<file path="config.mk">
export PLATFORM = sky130hd
export DESIGN_NAME = clock_domain_handshake_sender
export DESIGN_NICKNAME = d
export VERILOG_FILES = /design/src/rtl/clock_domain_marshal_pkg.sv /design/src/rtl/clock_domain_handshake_sender_sync_chain.sv /design/src/rtl/clock_domain_handshake_sender.sv
export SDC_FILE = /design/constraint.sdc
export NUM_CORES = 1
export LEC_CHECK = 0
export ABC_AREA = 0
export BUFFER_PORTS_ARGS = -buffer_cell sky130_fd_sc_hd__buf_2
export CAP_MARGIN = 10
export CORE_MARGIN = 2
export CORE_UTILIZATION = 43
export DETAILED_ROUTE_END_ITERATION = 6
export GPL_ROUTABILITY_DRIVEN = 0
export GPL_TIMING_DRIVEN = 0
export SYNTH_ARGS = -nofsm -noshare
export SYNTH_HDL_FRONTEND = slang
export SYNTH_SLANG_ARGS = --single-unit
export TNS_END_PERCENT = 10
</file>
<file path="constraint.sdc">
create_clock -name clock -period 2.05 [get_ports clock]
set_clock_uncertainty 0.05 [all_clocks]
set_input_delay 0.1025 -clock clock [delete_from_list [all_inputs] [get_ports clock]]
set_output_delay 0.1025 -clock clock [all_outputs]
set_load 0.005 [all_outputs]
</file>
<file path="src/rtl/clock_domain_marshal_pkg.sv">
// Types and constants shared by the clock-domain marshalling blocks.
package clock_domain_marshal_pkg;

  typedef enum logic {
    IDLE     = 1'b0,
    WAIT_ACK = 1'b1
  } hs_state_t;

  localparam int unsigned MIN_SYNC_STAGES = 2;

endpackage

</file>
<file path="src/rtl/clock_domain_handshake_sender_sync_chain.sv">
// Single-bit synchroniser chain; asynchronous active-low reset to 0.
module sync_chain
  import clock_domain_marshal_pkg::*;
#(
  parameter int unsigned STAGES = MIN_SYNC_STAGES
) (
  input  logic clock,
  input  logic reset,
  input  logic d,
  output logic q
);

  // Never build a chain shorter than the metastability minimum.
  localparam int unsigned DEPTH = (STAGES < MIN_SYNC_STAGES) ? MIN_SYNC_STAGES : STAGES;

  logic [DEPTH-1:0] chain;

  always_ff @(posedge clock or negedge reset) begin
    if (!reset) begin
      chain <= '0;
    end else begin
      chain <= {chain[DEPTH-2:0], d};
    end
  end

  assign q = chain[DEPTH-1];

endmodule

</file>
<file path="src/rtl/clock_domain_handshake_sender.sv">
// Source half of a toggle req/ack crossing: FIFO-buffered words launched one at a time.
module clock_domain_handshake_sender
  import clock_domain_marshal_pkg::*;
#(
  parameter int unsigned BUS_WIDTH   = 32,
  parameter int unsigned FIFO_DEPTH  = 4,
  parameter int unsigned SYNC_STAGES = 2
) (
  input  logic                          clock,
  input  logic                          reset,
  input  logic                          inValid,
  input  logic [BUS_WIDTH-1:0]          inData,
  output logic                          inReady,
  output logic [BUS_WIDTH-1:0]          reqData,
  output logic                          reqToggle,
  input  logic                          ackToggle,
  output logic                          busy,
  output logic [$clog2(FIFO_DEPTH):0]   pending,
  output logic                          protocolError
);

  localparam int unsigned PTR_W = $clog2(FIFO_DEPTH);
  localparam int unsigned CNT_W = PTR_W + 1;
  localparam logic [CNT_W-1:0] FULL_COUNT = CNT_W'(FIFO_DEPTH);
  localparam logic [CNT_W-1:0] CNT_ONE    = CNT_W'(1);
  localparam logic [PTR_W-1:0] PTR_ONE    = PTR_W'(1);

  hs_state_t            state;
  logic [BUS_WIDTH-1:0] mem [FIFO_DEPTH];
  logic [PTR_W-1:0]     head;
  logic [PTR_W-1:0]     tail;
  logic [CNT_W-1:0]     count;
  logic                 ack_sync;
  logic                 ack_sync_prev;
  logic                 ack_seen;
  logic                 push;
  logic                 pop;

  sync_chain #(
    .STAGES(SYNC_STAGES)
  ) u_ack_sync (
    .clock (clock),
    .reset (reset),
    .d     (ackToggle),
    .q     (ack_sync)
  );

  assign ack_seen = (ack_sync == reqToggle);
  assign inReady  = (count != FULL_COUNT);
  assign push     = inValid && inReady;
  // Launch uses the registered count, so a word pushed this cycle is not yet poppable.
  assign pop      = (count != '0) && ((state == IDLE) || ack_seen);
  assign pending  = count;

  always_ff @(posedge clock) begin
    if (push) begin
      mem[tail] <= inData;
    end
  end

  always_ff @(posedge clock or negedge reset) begin
    if (!reset) begin
      head  <= '0;
      tail  <= '0;
      count <= '0;
    end else begin
      if (push) begin
        tail <= tail + PTR_ONE;
      end
      if (pop) begin
        head <= head + PTR_ONE;
      end
      case ({push, pop})
        2'b10:   count <= count + CNT_ONE;
        2'b01:   count <= count - CNT_ONE;
        default: count <= count;
      endcase
    end
  end

  always_ff @(posedge clock or negedge reset) begin
    if (!reset) begin
      state         <= IDLE;
      busy          <= 1'b0;
      reqData       <= '0;
      reqToggle     <= 1'b0;
      ack_sync_prev <= 1'b0;
      protocolError <= 1'b0;
    end else begin
      ack_sync_prev <= ack_sync;
      // An ack edge with nothing outstanding means the two sides are out of step.
      if ((state == IDLE) && (ack_sync != ack_sync_prev)) begin
        protocolError <= 1'b1;
      end
      if (pop) begin
        reqData   <= mem[head];
        reqToggle <= ~reqToggle;
        state     <= WAIT_ACK;
        busy      <= 1'b1;
      end else if ((state == WAIT_ACK) && ack_seen) begin
        state <= IDLE;
        busy  <= 1'b0;
      end
    end
  end

endmodule
</file>
After elaboration in Yosys (flattened, before gate mapping)
Memory sizes are Yosys's and may differ from the RTL's. A register that Yosys moved wholly into a read port is not among the register bits. Index checks and enable logic that the tools add are counted.

Flip-flop bits (word level): 13. Memories kept: 1. Bits in writable memories: 128. Output and inout bits: 39. Bits in read-only memories: 0. Word-level logic and storage cells: 34. Bits of input ports: 36. Latch bits: 0.

Memory list: mem (depth 4, width 32, read ports 1, clocked after memory_dff 1, wr ports 1, line clock_domain_handshake_sender.sv:29) `logic [BUS_WIDTH-1:0] mem [FIFO_DEPTH];`.

$lt $le $gt $ge: 0. Div/mod/pow operators: 0. $mul: 0. Reduce and logical (&&, ||, !) cells: 9. Shifts and indexed selects: 0. Multiplexer cells: 5. Bitwise operators: 2. $add $sub $neg: 4. Equality and inequality tests: 5.

Operators by type and width (number): $pmux 3 s2 (1); $add 2x1->2 const B (2); $logic_and 1x1->1 (4); $mux 1 (4); $reduce_bool 2->1 (2); $add 3x1->3 const B (1); $ne 3x3->1 const B (1); $reduce_bool 3->1 (1); $sub 3x1->3 const B (1); $eq 2x1->1 const B (1); $eq 2x2->1 const B (1); $not 1->1 (2); $eq 1x1->1 (1); $logic_not 1->1 (1); $logic_or 1x1->1 (1); $ne 1x1->1 (1).

Longest topological paths before layout
Gate-level depths: netlist of run 1.

Depth in word-level cells: 5. Depth in mapped cells: 8. Mapped depth without buffers: 8.

Cells and area by module
From an unflattened synthesis of run 1, not the netlist that was laid out.

Cell total of the unflattened synthesis: 282. Area, all modules: 6623.9 sq um.

Modules (own cells, without submodules): clock_domain_handshake_sender (instances 1, cells an instance 280, area an instance 6573.8 sq um, seq. area each 4919.7 sq um); sync_chain (instances 1, cells an instance 2, area an instance 50.0 sq um, seq. area each 50.0 sq um).

Worst setup path before layout of run 1
OpenSTA, ideal clock, no wires.

Kind: flip-flop to flip-flop. Start point: register reqToggle. End point: register count[1], in the netlist pending[1]. Path slack: -0.145 ns. Stages on the path, launching flop included: 7. Setup time: 0.125 ns. Clock period less this slack: 2.195 ns. Data arrival time: 2.021 ns. Buffers on the path: 1. Required time: 1.875 ns. Path through: dfrtp_1 -> xor2_2 -> a21oi_4 -> buf_12 -> ha_1 -> fa_1 -> mux2_2.

Longest elaborated chain between the ends: 5. Elaborated cells on any way between the ends: 7. Those cells by class: eq/ne: 3; mux: 1; reduce/logical: 3.

Ends and longest elaborated chain: start, declared (line clock_domain_handshake_sender.sv:15) `output logic reqToggle,`; start signal, assigned (line clock_domain_handshake_sender.sv:97) `reqToggle <= ~reqToggle;`; $eq 1x1->1 * (line clock_domain_handshake_sender.sv:48) `assign ack_seen = (ack_sync == reqToggle);`; $logic_or 1x1->1 * (line clock_domain_handshake_sender.sv:52) `assign pop = (count != '0) && ((state == IDLE) || ack_seen);`; $logic_and 1x1->1 * (line clock_domain_handshake_sender.sv:52); named net pop (line clock_domain_handshake_sender.sv:37) `logic pop;`; $eq 2x1->1 / $eq 2x2->1 (equally long branches) (line clock_domain_handshake_sender.sv:73) `case ({push, pop})`; $pmux 3 s2 / $reduce_bool 2->1 (equally long branches); end signal, assigned (line clock_domain_handshake_sender.sv:74) `2'b10: count <= count + CNT_ONE;`; end signal, assigned (line clock_domain_handshake_sender.sv:75) `2'b01: count <= count - CNT_ONE;`; end signal, assigned (line clock_domain_handshake_sender.sv:76) `default: count <= count;`; end, declared (line clock_domain_handshake_sender.sv:32) `logic [CNT_W-1:0] count;`.

The timed path passes the listed nets; every way through them passes the cells marked *. A chain may end at the register's enable or synchronous reset.

Worst setup path after layout of run 1
Start point: register count[0], in the netlist pending[0]. End point: register count[1], in the netlist pending[1].

Longest elaborated chain between the ends: 4. Elaborated cells on any way between the ends: 10. Those cells by class: add/sub: 2; eq/ne: 3; mux: 1; reduce/logical: 4.

Ends and longest elaborated chain (line): $ne 3x3->1 / $reduce_bool 3->1 (equally long branches) (clock_domain_handshake_sender.sv:49, clock_domain_handshake_sender.sv:52); $logic_and 1x1->1, on equally long branches (clock_domain_handshake_sender.sv:50, clock_domain_handshake_sender.sv:52); $eq 2x1->1 / $eq 2x2->1 (equally long branches) (clock_domain_handshake_sender.sv:73); $pmux 3 s2 / $reduce_bool 2->1 (equally long branches).

Parallel ways exist; a longest one is shown, timed or not.

==> summary.md, run 1 <==
| Metric | Value |
|---|---|
| Status | complete, but fails checks |
| Failing checks | setup timing |
| Post-Synthesis Cells | 282 |
| Xor and xnor area share after synthesis | 1.30% |
| Cell row count | 45 |
| P&R area growth vs syn | 26.9% |
| Most numerous cell in the Yosys netlist | edfxtp_1 |
| Share of cells above drive strength 1 | between 40 and 50% |
| GRT Total Usage | 15.6% |
| CTS buffer count | 17 |
| Gr ovfl total | 0 |
| Initial Utilization | 43.7% |
| WL final | 11800 um |
| Post-Syn Area | 0.00662 mm^2 |
| Initial antenna violation count | 0 |
| Vert. Die Dim | 128 um |
| Top cell type by total area after synthesis | edfxtp_1 |
| Ys async rst share | 26.0% |
| Post-synth EDFFs | 128 |
| H-tree depth | 4 |
| Worst hold slack | 0.0940 ns |
| VDD IR max | 0.000636 V |
| Library cells used by synthesis | 26 |
| Die area | 0.0164 mm^2 |
| Number of I/O port buffers | 74 |
| Final worst slack | -0.00165 ns |
| Register Area | 0.00497 mm^2 |
| Final hold violation count | 0 |
| Worst-path clk slew | 0.06 ns |
| Post-route minimum period | 2.05 ns |
| Residual DRC count | 0 |
| Setup crit start kind | flop |
| Hpwl dp | 7220 um |
| Vias | 3118 |
| Final Util | a little under three fifths |
| Clk Latency, worst-skew pair | 0.42 ns |
| Synth Area in Adders | 1.25% |
| First-pass GRT wire length | about 18000 um |
| Final period util | 100% |
| RSZ-0062 raised after global routing | yes |
| Synth top cells by count | 128 x edfxtp_1, 45 x dfrtp_1, 29 x mux2_4, 29 x mux4_2, 6 x buf_12 |
| Least-Margin Pin Slew | 0.535 ns |
| Largest family of logic cells by synthesized area | multiplexers |
| Post-synthesis mux area share | between 10% and 20% |
| Crit path max fanout | 3 |
| Avg WL per Cell | between 15 and 20 um |
| Most used DFF post-synth | edfxtp_1 |
| Crit end category | flop |
| Yosys warns | 0 |
| # clock sinks | 173 |
| Yosys reg bits | 173 |
| Routed Antenna Nets | 0 |
| Syn_area_per_cell | 23.5 um^2 |
| Nets | 468 |
| Rel. slew slack | 64.3% |
| Ranking of synthesized cells by area | edfxtp_1 58%, dfrtp_1 17%, mux4_2 9.9% |
| CORE AREA | 0.0151 mm^2 |
| # IOs | 75 |
| Largest net degree at the start of global routing | between 40 and 50 |
| Final-report max-slew violation count | 0 |
| Maximum clock rate | between 400 and 500 MHz |
| Post-synthesis compound-gate area fraction | 0.472% |
| Root Driver | clkbuf_16 |
| Sequential share of the synthesized area | 75.0% |
| Number of fill cells in the layout | 1165 |
| Hold Crit Class | in -> async |
| Synth Area in Simple Gates | 1.00% |
| Vias per cell | between 4 and 5 |
| Antenna Cells | 0 |
| P_leak | 3.22 nW |
| Yosys top cell area share | around three fifths |
| CTS tree | built |
| Multi-input gate area | 0.00152 mm^2 |
| Setup CP Type | reg -> reg |
| Initial DRC Count | 139 |
| CTS max path bufs | 2 |
| CP arrival | 2.30 ns |
| Number of max-cap violations | 0 |
| Pwr Density | 1560 mW/mm^2 |
| Detailed Routing Iterations Pass 1 | 4 |
| Synthesized net count | 324 |
| CP required | 2.30 ns |
| Die W | 128 um |
| Number of global-route vias before repair | 3286 |
| Final setup viols | 1 |
## cell type report
| type | count | area share (%) |
|---|---|---|
| tap | 188 | 2.80 |
| clock buffer | 19 | 5.27 |
| buffer | 11 | 1.79 |
| multi-input combinational | 94 | 18.0 |
| clock inverter | 13 | 1.77 |
| inverter | 4 | 0.179 |
| sequential | 173 | 59.2 |
| timing repair buffer | 125 | 11.0 |
## registers in the layout, indices dropped and copies added, names as in the netlist
signal and flops:
reqToggle 1, mem 128, ack_sync_prev 1, state 1, u_ack_sync.chain 2, reqData 32
protocolError 1, pending 3, head 2, tail 2
## stage by stage
step	setup slack, ns	TNS, ns	power (mW)	instances	area [um^2]
after floorplan	-0.0479	-0.0665	8.44	282	6640
after global placement	-0.637	-79.29	9.58	544	7240
after detailed placement	-0.262	-0.492	9.80	548	7350
after CTS	-0.0263	-0.0263	13.2	619	8330
after global routing	-0.0522	-0.0928	13.8	627	8410
final	-0.00165	-0.00165	13.1	627	8410
## cells by family after synthesis
kind of cell	count (synthesis)
AO/OA/AOI/OAI	3
XOR/XNOR	9
adder cells (fa/ha/maj)	6
buffers and inverters	15
flip-flops	173
multiplexers	66
AND/OR/NAND/NOR	10
## repair_timing
action	CTS	global route
hold buffers	35	0
gates cloned	0	0
pin swaps	2	10
hold endpoints to repair	175	0
gates resized for setup	5	3
buffers inserted	4	7
setup endpoints to repair	2	12
## report_power, final
part	switching (mW)	total (mW)	internal [mW]
clock	1.26	3.19	1.93
combinational	1.92	4.71	2.79
sequential	0.383	5.19	4.81
total	3.56	13.1	9.54
## worst paths after layout
kind                                           from                   to  slack [ns]  depth (start not counted)
worst max-delay path                     pending[0]           pending[1]      -0.002                          6
worst min-delay path                          reset          reqData[20]        0.09                          2
worst max register to register           pending[0]           pending[1]      -0.002                          6
worst min register to register  u_ack_sync.chain[0]  u_ack_sync.chain[1]        0.31                          0
max in group asynchronous                     reset           pending[1]        1.31                          3
min in group clock                        ackToggle  u_ack_sync.chain[0]        0.28                          2
## critical path, stage by stage, from the launching register on
cell and delay, ns:
dfrtp_2 0.44, or3b_4 0.39, and2_4 0.15, inv_2 0.06
ha_4 0.13, fa_2 0.44, mux2_2 0.28
## cell usage in the layout, fill, tap and decap left out, drive strengths merged, types with 5 or more instances in the layout
cell	n
mux2	34
edfxtp	128
dlygate4sd3	35
buf	99
clkbuf	21
xnor2	5
ha	5
dfrtp	45
mux4	32
clkinv	10
## metal layers
layer | up-vias | wire (um) | GRT usage, %
met4 | 0 | 208 | 7.05
met5 | - | 0 | 0
met2 | 64 | 6050 | 25.7
met1 | 1617 | 5190 | 19.8
met3 | 14 | 387 | 3.88
li1 | 1423 | - | -
(Power assumes the default switching activity.)
==> run 2: changes to the inputs <==
--- a/config.mk
+++ b/config.mk
@@ -6,11 +6,11 @@
 export NUM_CORES = 1
 export LEC_CHECK = 0
 export ABC_AREA = 0
-export BUFFER_PORTS_ARGS = -buffer_cell sky130_fd_sc_hd__buf_2
 export CAP_MARGIN = 10
 export CORE_MARGIN = 2
 export CORE_UTILIZATION = 43
 export DETAILED_ROUTE_END_ITERATION = 6
+export DONT_BUFFER_PORTS = 1
 export GPL_ROUTABILITY_DRIVEN = 0
 export GPL_TIMING_DRIVEN = 0
 export SYNTH_ARGS = -nofsm -noshare
==> summary.md, run 2 (same netlist as run 1, synthesis figures left out) <==
| Metric | Value |
|---|---|
| Worst-path clk slew | 0.06 ns (about the same) |
| Fin cells | 546 (was 627) |
| Initial Utilization | 43.7% (unchanged) |
| Post-route minimum period | 2.09 ns (was 2.05 ns) |
| Hold Crit Class | in -> async (unchanged) |
| Cell row count | 45 (unchanged) |
| Worst hold slack | 0.133 ns (was 0.0940 ns) |
| Pre-CTS setup slack | -0.253 ns (was -0.262 ns) |
| Hpwl dp | 6830 um (was 7220 um) |
| Gr ovfl total | 0 (unchanged) |
| Final setup viols | 1 (unchanged) |
| Final Util | 52.7% (was 55.5%) |
| H-tree depth | 4 (unchanged) |
| Commonest non-fill, non-tap cell in the layout | edfxtp_1 (unchanged) |
| CORE AREA | 0.0151 mm^2 (unchanged) |
| Clk Latency, worst-skew pair | 0.42 ns (about the same) |
| Rel. slew slack | 69.1% (was 64.3%) |
| CTS buffer count | 17 (unchanged) |
| VDD IR max | 0.000647 V (was 0.000636 V) |
| Failing checks | setup timing (unchanged) |
| Share of cells above drive strength 1 | 35.3% (was 46.9%) |
| Final hold violation count | 0 (unchanged) |
| Detailed Routing Iterations Pass 1 | 4 (unchanged) |
| GR Layer Usage met3 | 5.09% (was 3.88%) |
| Final worst slack | -0.0417 ns (was -0.00165 ns) |
| Final period util | 102% (was 100%) |
| RSZ-0062 raised after global routing | yes (unchanged) |
| Vias | 2836 (was 3118) |
| Crit path max fanout | 6 (was 3) |
| Setup crit start kind | flop (unchanged) |
| WL final | 11200 um (was 11800 um) |
| Die area | 0.0164 mm^2 (unchanged) |
| CP required | 2.31 ns (was 2.30 ns) |
| P&R area growth vs syn | 20.4% (was 26.9%) |
| CP arrival | 2.35 ns (was 2.30 ns) |
| Maximum clock rate | 478 MHz (was 487 MHz) |
| Setup CP Type | reg -> reg (unchanged) |
| # IOs | 75 (unchanged) |
| Number of global-route vias before repair | 3036 (was 3286) |
| CTS tree | built (unchanged) |
| GRT met1 Usage | 17.6% (was 19.8%) |
| CTS max path bufs | 2 (unchanged) |
| Vert. Die Dim | 128 um (unchanged) |
| Most frequent cells in the layout | 128 x edfxtp_1, 42 x dfrtp_1, 35 x dlygate4sd3_1 (was 128 x edfxtp_1, 76 x buf_2, 42 x dfrtp_1) |
| Routed Antenna Nets | 0 (unchanged) |
| Avg WL per Cell | 20.5 um (was 18.9 um) |
| Largest net degree at the start of global routing | 46 (unchanged) |
| Number of I/O port buffers | 0 (was 74) |
| First-pass GRT wire length | 17500 um (was 18300 um) |
| Number of max-cap violations | 0 (unchanged) |
| Grt met2 use | 25.3% (was 25.7%) |
| Final-report max-slew violation count | 0 (unchanged) |
| Die W | 128 um (unchanged) |
| GRT Total Usage | 15.0% (was 15.6%) |
| Placed Instances | 474 (was 548) |
| Least-Margin Pin Slew | 0.463 ns (was 0.535 ns) |
| # clock sinks | 173 (unchanged) |
| Max reg flops | 128 (unchanged) |
| GRT busiest layer | met2 (unchanged) |
| Crit end category | flop (unchanged) |
| Initial DRC Count | 128 (was 139) |
| Status | complete, but fails checks (unchanged) |
| Root Driver | clkbuf_16 (unchanged) |
| Nets | 386 (was 468) |
| Initial antenna violation count | 1 (was 0) |
| Top reg by flops | mem (unchanged) |
| Residual DRC count | 0 (unchanged) |
| P_leak | 2.88 nW (was 3.22 nW) |
| Vias per cell | 5.19 (was 4.97) |
| Pwr Density | 1570 mW/mm^2 (was 1560 mW/mm^2) |
## run 2: cell count changes in the layout (fill, tap and decap cells not counted), sizes merged
| cell | before | now |
|---|---|---|
| buf | 99 | 17 |
| bufinv | 3 | 2 |
| clkbuf | 21 | 22 |
| clkinv | 10 | 6 |
| clkinvlp | 0 | 2 |
| diode | 0 | 1 |
| inv | 4 | 6 |
## run 2: metrics by stage
stage | total power, mW | area, um^2 | TNS (ns)
after floorplan | 8.44 | 6640 | -0.0665
after global placement | 9.20 | 6870 | -85.58
after detailed placement | 9.38 | 6960 | -0.591
after CTS | 12.8 | 7970 | -0.0506
after global routing | 13.2 | 7980 | -0.184
final | 12.5 | 7980 | -0.0417
## run 2: cell type report
cell class              count  area [um^2]
fillers                  1173         7170
clock inverters            12          138
inverters                   4         15.0
flip-flops and latches    173         4970
plain buffers              11          150
clock buffers              20          457
well taps                 188          235
diodes                      1         2.50
multi-input cells          94         1520
repair buffers             43          488
## run 2: metal layers
metal | vias to the layer above | wire, um | share of wire [%]
met5 | - | 0 | 0
met4 | 0 | 221 | 2.0
met3 | 17 | 522 | 4.7
met2 | 67 | 5850 | 52
met1 | 1497 | 4590 | 41
li1 | 1255 | - | -
## run 2: worst paths after layout
check                                          from             endpoint  slack (ns)  depth (start not counted)
worst max-delay path                     pending[1]           pending[1]       -0.04                          6
worst min-delay path                          reset           reqData[6]        0.13                          2
worst max register to register           pending[1]           pending[1]       -0.04                          6
worst min register to register  u_ack_sync.chain[0]  u_ack_sync.chain[1]        0.31                          0
max in group asynchronous                     reset          reqData[29]        1.56                          2
min in group clock                          inValid            mem[3][5]        0.17                          1
## run 2: power breakdown
part           switching [mW]  leakage (nW)  internal [mW]
Clock                    1.31         0.287           1.87
Sequential              0.512          1.69           4.81
Combinational            1.66         0.898           2.40
## run 2: what timing repair did
item / in CTS / in global routing
hold endpoints to repair: 175 / 0
buffers inserted: 3 / 0
pin swaps: 5 / 4
setup endpoints to repair: 12 / 2
hold buffers: 36 / 0
gates resized for setup: 6 / 1
## run 2: critical path: stages (launching register included)
cell and delay, ns:
dfrtp_2 0.46, or3b_4 0.45, and2_4 0.16, inv_2 0.05, ha_4 0.13, fa_2 0.41, mux2_2 0.26
